`config.mk`:
```
export PLATFORM = sky130hd
export DESIGN_NAME = yarp_fetch_unit
export DESIGN_NICKNAME = d
export VERILOG_FILES = /design/src/rtl/yarp_pkg.sv /design/src/rtl/yarp_fetch_fifo.sv /design/src/rtl/yarp_fetch_unit.sv
export SDC_FILE = /design/constraint.sdc
export NUM_CORES = 1
export LEC_CHECK = 0
export ABC_AREA = 1
export BUFFER_PORTS_ARGS = -buffer_cell sky130_fd_sc_hd__buf_2
export CAP_MARGIN = 20
export CORE_ASPECT_RATIO = 1.5
export CORE_MARGIN = 1
export CORE_UTILIZATION = 44
export DETAILED_ROUTE_END_ITERATION = 8
export GPL_ROUTABILITY_DRIVEN = 0
export PLACE_DENSITY = 0.74
export SYNTH_ARGS = -nofsm -noshare
export SYNTH_HDL_FRONTEND = slang
export SYNTH_SLANG_ARGS = --single-unit
export TNS_END_PERCENT = 30
```
`constraint.sdc`:
```
create_clock -name clk -period 8.9 [get_ports clk]
set_clock_uncertainty 0.1 [all_clocks]
set_input_delay 2.225 -clock clk [delete_from_list [all_inputs] [get_ports clk]]
set_output_delay 2.225 -clock clk [all_outputs]
set_load 0.1 [all_outputs]
```
`src/rtl/yarp_pkg.sv`:
```
// rtl/yarp_pkg.sv - shared types and constants for the yarp fetch stage
package yarp_pkg;

    localparam int FETCH_ENTRY_W = 64;
    localparam logic [31:0] PC_INC = 32'd4;

    typedef struct packed {
        logic [31:0] pc;
        logic [31:0] instr;
    } fetch_entry_t;

    typedef enum logic {
        IDLE,
        RUN
    } fetch_state_e;

endpackage

```
`src/rtl/yarp_fetch_fifo.sv`:
```
// rtl/yarp_fetch_fifo.sv - small synchronous FIFO of (pc, instr) entries
module yarp_fetch_fifo
    import yarp_pkg::*;
#(
    parameter int DEPTH = 2,
    localparam int PTR_W = $clog2(DEPTH),
    localparam int CNT_W = $clog2(DEPTH + 1)
) (
    input  logic                     clk,
    input  logic                     reset_n,
    input  logic                     push,
    input  logic [FETCH_ENTRY_W-1:0] push_data,
    input  logic                     pop,
    input  logic                     flush,
    output logic [FETCH_ENTRY_W-1:0] head_data,
    output logic [CNT_W-1:0]         count
);

    fetch_entry_t     mem_q [DEPTH];
    logic [PTR_W-1:0] wr_ptr_q, wr_ptr_d;
    logic [PTR_W-1:0] rd_ptr_q, rd_ptr_d;
    logic [CNT_W-1:0] count_q, count_d;

    function automatic logic [PTR_W-1:0] ptr_next(input logic [PTR_W-1:0] p);
        return (p == PTR_W'(DEPTH - 1)) ? '0 : p + PTR_W'(1);
    endfunction

    always_comb begin
        wr_ptr_d = wr_ptr_q;
        rd_ptr_d = rd_ptr_q;
        count_d  = count_q;
        if (flush) begin
            wr_ptr_d = '0;
            rd_ptr_d = '0;
            count_d  = '0;
        end else begin
            if (push) wr_ptr_d = ptr_next(wr_ptr_q);
            if (pop)  rd_ptr_d = ptr_next(rd_ptr_q);
            if (push && !pop)      count_d = count_q + CNT_W'(1);
            else if (pop && !push) count_d = count_q - CNT_W'(1);
        end
    end

    always_ff @(posedge clk or negedge reset_n) begin
        if (!reset_n) begin
            wr_ptr_q <= '0;
            rd_ptr_q <= '0;
            count_q  <= '0;
        end else begin
            wr_ptr_q <= wr_ptr_d;
            rd_ptr_q <= rd_ptr_d;
            count_q  <= count_d;
        end
    end

    always_ff @(posedge clk) begin
        if (push && !flush) mem_q[wr_ptr_q] <= fetch_entry_t'(push_data);
    end

    // Head reads zero when empty so decode never sees stale storage.
    assign head_data = (count_q != '0) ? mem_q[rd_ptr_q] : '0;
    assign count     = count_q;

    overflow_chk: assert property (@(posedge clk) disable iff (!reset_n)
        (push && !pop && !flush) |-> (count_q != CNT_W'(DEPTH)));

endmodule

```
`src/rtl/yarp_fetch_unit.sv`:
```
// rtl/yarp_fetch_unit.sv - PC generation, fetch issue and (pc, instr) buffering for decode
module yarp_fetch_unit
    import yarp_pkg::*;
#(
    parameter logic [31:0] RESET_PC   = 32'h0000_0000,
    parameter int          FIFO_DEPTH = 2
) (
    input  logic        clk,
    input  logic        reset_n,
    output logic        fetch_req_o,
    output logic [31:0] fetch_pc_o,
    input  logic [31:0] fetch_instr_i,
    input  logic        redirect_valid_i,
    input  logic [31:0] redirect_pc_i,
    output logic        dec_valid_o,
    output logic [31:0] dec_pc_o,
    output logic [31:0] dec_instr_o,
    input  logic        dec_ready_i
);

    localparam int CNT_W = $clog2(FIFO_DEPTH + 1);

    fetch_state_e     state_q, state_d;
    logic [31:0]      pc_q, pc_d;
    logic [31:0]      inflight_pc_q, inflight_pc_d;
    logic             inflight_q, inflight_d;
    logic             kill_q, kill_d;
    logic [CNT_W-1:0] count;
    logic [CNT_W:0]   credit;
    logic             issue, push, pop;
    fetch_entry_t     head, push_entry;
    logic             unused_redirect_lsbs;

    assign dec_valid_o = (count != '0);
    assign pop         = dec_valid_o && dec_ready_i;
    // Entries held plus the one in flight, less the one leaving this cycle.
    assign credit = (CNT_W + 1)'(count) + (CNT_W + 1)'(inflight_q) - (CNT_W + 1)'(pop);

    always_comb begin
        state_d       = state_q;
        pc_d          = pc_q;
        inflight_pc_d = inflight_pc_q;
        kill_d        = 1'b0;
        issue         = 1'b0;
        case (state_q)
            IDLE: state_d = RUN;
            RUN:  issue = !redirect_valid_i && (credit < (CNT_W + 1)'(FIFO_DEPTH));
        endcase
        if (redirect_valid_i) begin
            pc_d   = {redirect_pc_i[31:2], 2'b00};
            kill_d = inflight_q;
        end else if (issue) begin
            pc_d          = pc_q + PC_INC;
            inflight_pc_d = pc_q;
        end
        inflight_d = issue;
    end

    always_ff @(posedge clk or negedge reset_n) begin
        if (!reset_n) begin
            state_q       <= IDLE;
            pc_q          <= RESET_PC;
            inflight_pc_q <= RESET_PC;
            inflight_q    <= 1'b0;
            kill_q        <= 1'b0;
        end else begin
            state_q       <= state_d;
            pc_q          <= pc_d;
            inflight_pc_q <= inflight_pc_d;
            inflight_q    <= inflight_d;
            kill_q        <= kill_d;
        end
    end

    assign push       = inflight_q && !kill_q;
    assign push_entry = '{pc: inflight_pc_q, instr: fetch_instr_i};

    yarp_fetch_fifo #(.DEPTH(FIFO_DEPTH)) u_fifo (
        .clk       (clk),
        .reset_n   (reset_n),
        .push      (push),
        .push_data (push_entry),
        .pop       (pop),
        .flush     (redirect_valid_i),
        .head_data (head),
        .count     (count)
    );

    assign fetch_req_o          = issue;
    assign fetch_pc_o           = pc_q;
    assign dec_pc_o             = head.pc;
    assign dec_instr_o          = head.instr;
    assign unused_redirect_lsbs = &{1'b0, redirect_pc_i[1:0]};

endmodule

```
=== Word-level counts from Yosys, hierarchy flattened ===
Memories as Yosys holds them, arrays and structs flattened.
Index checks and enable logic that the tools add are counted.

* Order comparisons: 1
* Mux-type cells: 16
* Add/sub/neg operators: 7
* Bitwise operators: 1
* Reduce and logical (&&, ||, !) cells: 16

{| class="wikitable"
|+ Operator list
! cell !! number
|-
| two-way mux 32 bit || 2
|-
| two-way mux 64 bit || 1
|-
| adder 32 x 3 -> 32 bit (second input constant) || 1
|-
| two-way mux 1 bit || 10
|-
| nonzero test 2 bit || 4
|-
| logical AND 1 bit || 6
|-
| two-way mux 2 bit || 3
|-
| zero test 1 bit || 4
|-
| adder 2 x 1 -> 3 bit || 1
|-
| less-than comparator 3 x 2 -> 1 bit (second input constant) || 1
|-
| nonzero test 3 bit || 1
|-
| subtractor 3 x 1 -> 3 bit || 1
|-
| adder 1 bit (second input constant) || 2
|-
| adder 2 x 1 -> 2 bit (second input constant) || 1
|-
| AND reduction 2 bit || 1
|-
| subtractor 2 x 1 -> 2 bit (second input constant) || 1
|-
| inverter 1 bit || 1
|}

* Logic and storage cells: 50
* Input port bits: 68
* Output and inout bits: 98
* Register bits: 71
* Memories: 1
* RAM bits: 128

{| class="wikitable"
|+ Memory list
! name !! words !! width !! read ports !! clocked after memory_dff !! wr ports !! line !! source
|-
| u_fifo.mem_q || 2 || 64 || 1 || 0 || 1 || yarp_fetch_fifo.sv:19 || <nowiki>fetch_entry_t mem_q [DEPTH];</nowiki>
|}

=== Logic depth before layout (Yosys ltp) ===
* Depth after elaboration: 8
* Gate-level depth with buffers: 15
* Gate-level depth less buffers: 14

=== Hierarchy ===
A second synthesis with hierarchy kept.

* Cells, all modules: 910
* Area total of the unflattened synthesis: 8698.3 sq um

{| class="wikitable"
|+ By module, submodules not included
! module !! times used !! sequential area each (sq um) !! area each (sq um) !! cells each
|-
| yarp_fetch_fifo || 1 || 3943.8 || 4988.5 || 372
|-
| yarp_fetch_unit || 1 || 1576.5 || 3709.8 || 538
|}

=== Worst setup path before layout ===
Ideal clock, no wire load.

* Path kind: in2out
* Start point: input port dec_ready_i
* End point: output port fetch_req_o
* Stages: 11
* Data arrival time: 3.792 ns
* Path buffers: 1
* Setup slack: 2.783 ns
* Data required time: 6.575 ns
* Cell sequence: inv_1 nor2_1 nand2_1 o21ai_0 nand2_1 fa_1 nand2_1 nor2_2 nand2_4 inv_2 buf_4

* Cells in the longest elaborated chain, start to end: 5

{| class="wikitable"
|+ Ends and longest elaborated chain
! what !! line !! source
|-
| from (decl) || yarp_fetch_unit.sv:18 || <nowiki>input logic dec_ready_i</nowiki>
|-
| logical AND 1 bit || yarp_fetch_unit.sv:35 || <nowiki>assign pop = dec_valid_o && dec_ready_i;</nowiki>
|-
| subtractor 3 x 1 -> 3 bit || yarp_fetch_unit.sv:37 || <nowiki>assign credit = (CNT_W + 1)'(count) + (CNT_W + 1)'(inflight_q) - (CNT_W + 1)'(pop);</nowiki>
|-
| less-than comparator 3 x 2 -> 1 bit || yarp_fetch_unit.sv:47 || <nowiki>RUN: issue = !redirect_valid_i && (credit < (CNT_W + 1)'(FIFO_DEPTH));</nowiki>
|-
| logical AND 1 bit || yarp_fetch_unit.sv:47 ||
|-
| two-way mux 1 bit || yarp_fetch_unit.sv:45 || <nowiki>case (state_q)</nowiki>
|-
| to (decl) || yarp_fetch_unit.sv:10 || <nowiki>output logic fetch_req_o,</nowiki>
|}

No other way between the ends.

=== Worst setup path in the final report ===
Ends and elaborated chain as after synthesis.

==> impl_metrics.toml <==
[outcome]
outcome = "finished, final reports clean"

[logic_synthesis]
synth_edf_count = 124
synthFlopType = "edfxtp_1"
async_reset_ff_share_pct = 35.1
synth-seq-area-share_pct = 64.4
synthCells = 869
yosysWarnings = 0
synth.top_cells.by_count = "nand2_1, edfxtp_1, nor2_1"
synth_cell_types = 28
synth_area_per_cell_um2 = 9.64
synth_area_um2 = 8380
synth-seq-cells = 191
synth_most_common_cell = "nand2_1"
synth_top_area_share_pct = 44.4
synth_area_leaders = "edfxtp_1, dfrtp_1, nand2_1, nor2_1, a21oi_1"
synth.largest_area_cell = "edfxtp_1"

[sta]
hold_viol_final = 0
fin_ws_ps = 2120
finalCritPeriodShare_pct = 76.2
clock.fmax_ghz = 0.147
slew_viol_final = 0
fin_tns_setup_ps = 0
min_period_ps = 6780
tightest_slew_ps = 883
setup_viol = 0
rsz0062_at_grt = "false"
slew_headroom_pct = 41.1

[clock_network]
cts_tree = "built"
cts_hold_buf = 0
cts_setup_buffers = 0
numCtsBuffers = 17
clk_latency_ps = 430
clk_pin_slew_ps = 70
ctsLongestPathBuffers = 2
htreeDepth = 4
cts_resized = 0
cts.sinks = 191
cts_root_buffer = "clkbuf_16"

[finish]
multi_input_area_um2 = 2570
diodes = 0
post-route-util_pct = 53.3
nets = 1086
fin_area_um2 = 9920
area_growth_pct = 18.4
final.fill_count = 1727
ff_latch_area_um2 = 5400
drive_above_1_share_pct = 21.5

[power]
irDropWorstVdd_mv = 0.175
p_leak_nw = 4.29
power_mw = 3.86
p_per_area_nw_per_um2 = 389

[critical_path]
critPathKind = "input pin to output pin"
worstSetupEndpointType = "output pin"
crit_fanout = 28
cp.arrival_ps = 4460
cp-startpoint = "dec_ready_i"
crit_end = "fetch_req_o"
r2r-start = "u_fifo.count[1]"
r2r_cells = 14
required_ps = 6580
reg2reg_slack_ps = 5650
startpoint_type = "input pin"
r2r-end = "fetch_pc_o[6]"

[die]
start_util_pct = 45.0
io_pins = 166
die_h_um = 171
dieArea_um2 = 19600
core_um2 = 18600
row_count = 61
fp.dieW_um = 115

[routing]
vias = 6287
first_pass_iters = 8
wl_per_cell_um = 14.5
vias_per_cell = 4.91
drcViolationCount = 0
drt_wl_total_um = 18600
antenna_left = 0
drtIter0Drc = 328

[placed_design]
port_buffers = 159
dpl_cell_area_um2 = 9350
dpl.hpwl_um = 12300
place_ws_ps = 2150

[global_routing]
grt_max_degree = 78
antenna_found_initial = 0
overflow = 0
grt_pass1_vias = 6040
gr-usage-all-layers_pct = 19.5
grt_pass1_wl_um = 29000

[min_path]
hold_path.class = "flop to flop"

[job]
max-cap-violations = 0
## cells by family after synthesis
group	count (synthesis)	synth area share (%)
AND/OR/NAND/NOR	461	22.7
flip-flops	191	64.4
AO/OA/AOI/OAI	110	6.73
buffers and inverters	99	5.27
XOR/XNOR	4	0.418
adder cells (fa/ha/maj)	2	0.388
other	2	0.0896
## worst min-delay path by stage
stage | cells past startpoint | from | slack, ps | to
after global placement | 0 | inflight_pc_q[11] | 350 | u_fifo.mem_q[0][43]
after detailed placement | 0 | inflight_pc_q[11] | 350 | u_fifo.mem_q[1][43]
after floorplan | 0 | inflight_pc_q[3] | 340 | u_fifo.mem_q[0][35]
after global routing | 0 | inflight_pc_q[7] | 390 | u_fifo.mem_q[0][39]
final | 0 | inflight_pc_q[18] | 380 | u_fifo.mem_q[0][50]
after CTS | 0 | inflight_pc_q[4] | 380 | u_fifo.mem_q[0][36]
## stage by stage
step                hold slack, ps  instances
detailed placement             352       1249
finish                         377       1281
CTS                            382       1281
floorplan                      342        872
global placement               349       1249
global route                   393       1281
## where the power goes
group,switching [mW],internal (mW)
clock network,0.329,0.398
logic,1.58,0.272
registers,0.134,1.15
total,2.04,1.82
## layout make-up
cell class	instances	share of cell area, %
Inverter	58	2.19
Timing Repair Buffer	166	8.55
Clock inverter	11	0.870
Clock buffer	21	4.87
Sequential cell	191	54.4
Multi-Input combinational cell	582	25.9
Tap cell	252	3.18
## placed cells by master (no fill, tap or decap), drive strengths merged
cell type and instances:
nand2 303, buf 166, edfxtp 124, nor2 106, dfrtp 67, inv 67, a21oi 65, o21ai 39
nand3 37, clkbuf 21, nand3b 13, o211ai 5, conb 5, xor2 4, nand4 1, o22ai 1
and2 1, fa 1, ha 1, clkinv 1, clkinvlp 1
## registers in the layout (all words and copies together), names as in the netlist
register and count:
u_fifo.wr_ptr_q 1, kill_q 1, inflight_q 1, state_q 1, u_fifo.rd_ptr_q 1, u_fifo.count 2, inflight_pc_q 30, fetch_pc_o 30
u_fifo.mem_q 124
## per-layer routing
layer	vias up	global-route usage, %	share of wire [%]
met4	0	10.7	3.3
met3	37	3.33	4.3
met2	200	34.9	52
met5	-	0	0
met1	2921	21.8	40
li1	3129	-	-
## critical path: stages
cell and delay (ps):
buf_2 100, inv_1 50, nor2_1 170, nand2_1 90, o21ai_0 80, nand2_1 90, fa_1 490, nand2_1 60
nor2_2 120, nand2_4 60, inv_2 380, buf_2 530
Note: power is estimated with default switching activity, not from simulation.
